--- config.mk ---
export PLATFORM = sky130hd
export DESIGN_NAME = mem_port_arbiter
export DESIGN_NICKNAME = d
export VERILOG_FILES = /design/src/rtl/mem_port_arbiter_pkg.sv /design/src/rtl/mem_arb_pick.sv /design/src/rtl/mem_port_arbiter.sv
export SDC_FILE = /design/constraint.sdc
export NUM_CORES = 1
export LEC_CHECK = 0
export BUFFER_PORTS_ARGS = -buffer_cell sky130_fd_sc_hd__buf_2
export CORE_AREA = 5 5 105 107
export DETAILED_ROUTE_END_ITERATION = 10
export DIE_AREA = 0 0 110 112
export GPL_TIMING_DRIVEN = 0
export PLACE_DENSITY = 0.76
export SYNTH_ARGS = -nofsm -noshare
export SYNTH_HDL_FRONTEND = slang
export SYNTH_SLANG_ARGS = --single-unit
--- constraint.sdc ---
create_clock -name clk -period 3.2 [get_ports clk]
set_clock_uncertainty 0.15 [all_clocks]
set_input_delay 0.64 -clock clk [delete_from_list [all_inputs] [get_ports clk]]
set_output_delay 0.64 -clock clk [all_outputs]
set_load 0.01 [all_outputs]
--- src/rtl/mem_port_arbiter_pkg.sv ---
// Shared types for the unified memory port arbiter: FSM state, owner encoding
// and default widths.
package mem_port_arbiter_pkg;

    typedef enum logic [1:0] {
        ST_IDLE  = 2'd0,
        ST_ISSUE = 2'd1,
        ST_WAIT  = 2'd2
    } arb_state_e;

    typedef enum logic {
        OWN_I = 1'b0,
        OWN_D = 1'b1
    } owner_e;

    localparam int DEF_AW          = 32;
    localparam int DEF_DW          = 32;
    localparam int DEF_MAX_D_BURST = 4;
    // Wide enough for MAX_D_BURST up to 15.
    localparam int STARVE_W        = 4;

endpackage

--- src/rtl/mem_arb_pick.sv ---
// Fixed D-over-I priority pick with a starvation counter that forces an I
// grant after MAX_D_BURST consecutive D grants while I is waiting.
module mem_arb_pick
    import mem_port_arbiter_pkg::*;
#(
    parameter int MAX_D_BURST = DEF_MAX_D_BURST
) (
    input  logic clk,
    input  logic reset,
    input  logic en,
    input  logic i_req,
    input  logic d_req,
    output logic grant_i,
    output logic grant_d
);

    logic [STARVE_W-1:0] starve_q;
    logic [STARVE_W-1:0] starve_d;
    logic                starve_full;

    assign starve_full = (starve_q == STARVE_W'(MAX_D_BURST));

    always_comb begin
        grant_d = en & d_req & ~(i_req & starve_full);
        grant_i = en & i_req & ~grant_d;
    end

    // Counts only D grants that actually made I wait; saturates at the limit.
    always_comb begin
        starve_d = starve_q;
        if (grant_i) begin
            starve_d = '0;
        end else if (grant_d && i_req && !starve_full) begin
            starve_d = starve_q + 1'b1;
        end
    end

    always_ff @(posedge clk or negedge reset) begin
        if (!reset) begin
            starve_q <= '0;
        end else begin
            starve_q <= starve_d;
        end
    end

endmodule

--- src/rtl/mem_port_arbiter.sv ---
// Shares one memory port between instruction fetch (I) and load/store (D):
// one transaction in flight, responses routed to the owner, stale fetches dropped.
module mem_port_arbiter
    import mem_port_arbiter_pkg::*;
#(
    parameter int AW          = DEF_AW,
    parameter int DW          = DEF_DW,
    parameter int MAX_D_BURST = DEF_MAX_D_BURST
) (
    input  logic            clk,
    input  logic            reset,
    input  logic            i_req,
    input  logic [AW-1:0]   i_addr,
    output logic            i_ready,
    output logic            i_rvalid,
    output logic [DW-1:0]   i_rdata,
    input  logic            flush,
    input  logic            d_req,
    input  logic            d_we,
    input  logic [AW-1:0]   d_addr,
    input  logic [DW-1:0]   d_wdata,
    input  logic [DW/8-1:0] d_wstrb,
    output logic            d_ready,
    output logic            d_rvalid,
    output logic [DW-1:0]   d_rdata,
    output logic            m_req,
    output logic            m_we,
    output logic [AW-1:0]   m_addr,
    output logic [DW-1:0]   m_wdata,
    output logic [DW/8-1:0] m_wstrb,
    input  logic            m_ready,
    input  logic            m_rvalid,
    input  logic [DW-1:0]   m_rdata,
    output logic            proto_err
);

    localparam int SW = DW / 8;

    arb_state_e      state_q, state_d;
    owner_e          owner_q, owner_d;
    logic            drop_q, drop_d;
    logic            perr_q, perr_d;
    logic            m_req_q, m_req_d;
    logic            m_we_q, m_we_d;
    logic [AW-1:0]   m_addr_q, m_addr_d;
    logic [DW-1:0]   m_wdata_q, m_wdata_d;
    logic [SW-1:0]   m_wstrb_q, m_wstrb_d;

    logic arb_en;
    logic grant_i;
    logic grant_d;
    logic rsp;

    // Arbitration is gated by reset so no ready pulse leaks while held in reset.
    assign arb_en = (state_q == ST_IDLE) & reset;
    assign rsp    = (state_q == ST_WAIT) & m_rvalid;

    mem_arb_pick #(
        .MAX_D_BURST (MAX_D_BURST)
    ) u_pick (
        .clk     (clk),
        .reset   (reset),
        .en      (arb_en),
        .i_req   (i_req),
        .d_req   (d_req),
        .grant_i (grant_i),
        .grant_d (grant_d)
    );

    always_ff @(posedge clk or negedge reset) begin
        if (!reset) begin
            state_q <= ST_IDLE;
        end else begin
            state_q <= state_d;
        end
    end

    always_comb begin
        state_d = state_q;
        case (state_q)
            ST_IDLE:  if (grant_i || grant_d) state_d = ST_ISSUE;
            ST_ISSUE: if (m_ready) state_d = m_we_q ? ST_IDLE : ST_WAIT;
            ST_WAIT:  if (m_rvalid) state_d = ST_IDLE;
            default:  state_d = ST_IDLE;
        endcase
    end

    always_comb begin
        i_ready  = grant_i;
        d_ready  = grant_d;
        // A flush in the response cycle itself also kills the fetch data.
        i_rvalid = rsp & (owner_q == OWN_I) & ~drop_q & ~flush;
        d_rvalid = rsp & (owner_q == OWN_D);
        i_rdata  = ((state_q == ST_WAIT) && (owner_q == OWN_I)) ? m_rdata : '0;
        d_rdata  = ((state_q == ST_WAIT) && (owner_q == OWN_D)) ? m_rdata : '0;
    end

    always_comb begin
        m_req_d   = m_req_q;
        m_we_d    = m_we_q;
        m_addr_d  = m_addr_q;
        m_wdata_d = m_wdata_q;
        m_wstrb_d = m_wstrb_q;
        owner_d   = owner_q;
        if (grant_i) begin
            m_req_d   = 1'b1;
            m_we_d    = 1'b0;
            m_addr_d  = i_addr;
            m_wdata_d = '0;
            m_wstrb_d = '0;
            owner_d   = OWN_I;
        end else if (grant_d) begin
            m_req_d   = 1'b1;
            m_we_d    = d_we;
            m_addr_d  = d_addr;
            m_wdata_d = d_wdata;
            m_wstrb_d = d_wstrb;
            owner_d   = OWN_D;
        end else if ((state_q == ST_ISSUE) && m_ready) begin
            m_req_d   = 1'b0;
        end

        drop_d = drop_q;
        if (flush && (owner_q == OWN_I) &&
            ((state_q == ST_ISSUE) || (state_q == ST_WAIT))) begin
            drop_d = 1'b1;
        end
        if (rsp) begin
            drop_d = 1'b0;
        end

        perr_d = perr_q | (m_rvalid & (state_q != ST_WAIT));
    end

    always_ff @(posedge clk or negedge reset) begin
        if (!reset) begin
            owner_q   <= OWN_I;
            drop_q    <= 1'b0;
            perr_q    <= 1'b0;
            m_req_q   <= 1'b0;
            m_we_q    <= 1'b0;
            m_addr_q  <= '0;
            m_wdata_q <= '0;
            m_wstrb_q <= '0;
        end else begin
            owner_q   <= owner_d;
            drop_q    <= drop_d;
            perr_q    <= perr_d;
            m_req_q   <= m_req_d;
            m_we_q    <= m_we_d;
            m_addr_q  <= m_addr_d;
            m_wdata_q <= m_wdata_d;
            m_wstrb_q <= m_wstrb_d;
        end
    end

    assign m_req     = m_req_q;
    assign m_we      = m_we_q;
    assign m_addr    = m_addr_q;
    assign m_wdata   = m_wdata_q;
    assign m_wstrb   = m_wstrb_q;
    assign proto_err = perr_q;

endmodule

==> reports/qor.yml <==
die:
  die_h_um: 112
  start_util_pct: 37.5
  core_area_mm2: 0.0100
  fp.dieArea_mm2: 0.0123
  row_count: 37
  ios: 279
  die_w_um: 110
detailed_routing:
  wl_mm: 13.9
  drc: 0
  drt_iter0_drc: 253
  ant_nets: 0
  avgRoutedWirePerCell_um: 18.4
  vias: 3864
  vias_per_cell: 5.12
  dr.pass1.iters: 4
critical_path:
  worstSetupPathType: "in -> out"
  critPathArrivalTime_ps: 2200
  cp_max_fo: 51
  worstReg2RegEnd: "state_q[0]"
  reg2reg_depth: 5
  critPathRequiredTime_ps: 2410
  cp-start-kind: "input port"
  ff2ff_setup_slack_ps: 1110
  reg2reg_from: "state_q[1]"
  end_kind: "output pin"
clock_network:
  cts_sinks: 79
  clock_latency_ps: 350
  numCtsBuffers: 9
  cts.clk_slew.worst_paths_ps: 90
  clockBufferDepth: 2
  cts_tree: "yes"
  clockRootBuffer: "clkbuf_8"
  post_cts_buffers: 0
  ctsHtreeMaxLevel: 3
global_routing:
  grt_max_degree: 52
  track_usage_pct: 22.1
  grt-ovfl-total: 0
  antenna_found_initial: 1
  grt_pass1_wl_mm: 21.1
  grt_pass1_vias: 3952
synth:
  yosys_warnings: 0
  synth_cells: 325
  ys_ff_latch: 79
  ys_seq_area_share_pct: 52.5
  avgSynthCellArea_um2: 11.6
  yosysUniqueCellTypes: 31
  synth_nets: 471
  syn_area_mm2: 0.00376
power_and_ir_drop:
  power_mw: 4.73
  max-vdd-ir-drop_v: 0.000385
  leakage_nw: 3.35
  powerDensity_mw_per_mm2: 844
cells_and_area:
  nNetsFinal: 760
  antennaDiodeCount: 0
  drive_gt1_share_pct: 50.7
  final_cell_mix: "285 x buf_2, 79 x dfrtp_1, 64 x and3_1"
  final_common_cell: "buf_2"
  final_area_mm2: 0.00561
  area_delta_synth_final_pct: 48.9
place:
  gp_congestion: 0.765
  dp_hpwl_mm: 10.9
  place_area_mm2: 0.00535
  numPortBuffers: 277
sta:
  clock.fmax_mhz: 334
  max-slew-margin-rel_pct: 64.4
  setup_viol: 0
  hold_violations: 0
  worstMarginPinSlew_ps: 532
  min_period_ps: 2990
  maxSlewViolCount: 0
  period_share_pct: 93.5
worst_hold_path:
  hold_class: "in -> async"
run:
  drv_cap: 0
run_status:
  status: "completed"
==> synth_stat cells <==
| library cell | number | share of area (%) |
|---|---|---|
| clkbuf_1 | 15 | 1.5 |
| a221o_1 | 32 | 8.5 |
| ha_1 | 6 | 2.0 |
| a21oi_1 | 1 | 0.13 |
| buf_6 | 7 | 2.1 |
| nand2_1 | 5 | 0.50 |
| nor2_1 | 1 | 0.10 |
| a21o_1 | 2 | 0.40 |
| o32ai_1 | 1 | 0.23 |
| o21ai_0 | 2 | 0.27 |
| nand4_1 | 1 | 0.17 |
| and3_1 | 64 | 11 |
| nand3b_1 | 1 | 0.20 |
| a41oi_4 | 1 | 0.73 |
| dfrtp_1 | 79 | 53 |
| mux2_1 | 1 | 0.30 |
| a22o_1 | 38 | 8.8 |
| inv_1 | 11 | 1.1 |
| o211ai_4 | 1 | 0.56 |
| o22ai_1 | 2 | 0.33 |
| a31oi_1 | 3 | 0.50 |
| a21oi_2 | 1 | 0.23 |
| nand2b_1 | 1 | 0.17 |
| a222oi_1 | 1 | 0.27 |
| and2_1 | 32 | 5.3 |
| nand3_2 | 1 | 0.27 |
| nor3_1 | 1 | 0.13 |
| nor4b_1 | 1 | 0.23 |
| nand3_1 | 3 | 0.40 |
| buf_2 | 9 | 1.2 |
| and3_2 | 1 | 0.20 |
==> logic make-up (layout without fill, tap and decap cells) <==
| group | Yosys count | after routing | share of synthesized area (%) |
|---|---|---|---|
| AND/OR/NAND/NOR | 112 | 112 | 18.3 |
| AO/OA/AOI/OAI | 85 | 85 | 21.0 |
| flip-flops | 79 | 79 | 52.5 |
| buffers and inverters | 42 | 336 | 5.88 |
| adder cells (fa/ha/maj) | 6 | 6 | 1.99 |
| multiplexers | 1 | 1 | 0.299 |
==> final cells by class <==
type	instances	area, um2
fillers	928	4440
flip-flops and latches	79	1980
multi-input cells	204	1570
repair buffers	278	1420
plain buffers	31	180
well taps	136	170
clock buffers	10	128
clock inverters	6	115
inverters	11	41.3
==> critical path, cell delays in order <==
cell and delay, ps:
buf_6 270, buf_16 300, nand3_2 130, a41oi_4 480, buf_6 220, buf_2 140
==> routing by layer <==
| layer | vias to the layer above | global-route usage [%] | part of all wire, % |
|---|---|---|---|
| met1 | 1838 | 24.9 | 37 |
| met2 | 197 | 39.6 | 52 |
| met5 | - | 0 | 0.14 |
| met3 | 26 | 6.03 | 8.4 |
| met4 | 2 | 7.15 | 2.1 |
| li1 | 1801 | - | - |
==> worst max path at each step <==
stage,from,end,cells after the start
after floorplan,d_req,d_ready,4
after global placement,reset,i_ready,5
after detailed placement,reset,i_ready,6
after CTS,reset,d_ready,6
after global routing,reset,i_ready,6
final,reset,d_ready,6
==> state kept, by name (all words and copies together) (netlist names) <==
name and flops:
owner_q 1, drop_q 1, state_q 2, u_pick.starve_q 4
m_addr 32, m_we 1, m_wstrb 4, proto_err 1
m_req 1, m_wdata 32
==> report_power, final <==
part           switching [mW]  internal [mW]  total (mW)
combinational            1.16           1.00        2.16
clock                   0.381          0.524       0.905
sequential              0.248           1.42        1.67
total                    1.79           2.95        4.73
==> through the flow <==
stage / worst slack, ps / TNS (ps) / cells / hold WS [ps] / util, %
floorplan: 977 / 0 / 325 / 194 / -
global placement: -909 / -18350 / 738 / 293 / 53.0
detailed placement: 5.69 / 0 / 739 / 298 / 53.3
CTS: 7.23 / 0 / 755 / 52.1 / 55.7
global route: -0.423 / -0.423 / 755 / 1.59 / 55.8
finish: 208 / 0 / 755 / 0.273 / 55.8
==> what timing repair did <==
action	in CTS	in global routing
gates resized for setup	0	2
setup endpoints to repair	0	2
endpoints found under the hold margin	0	0
hold buffers	0	0
Power figures use the tool's default switching activity.
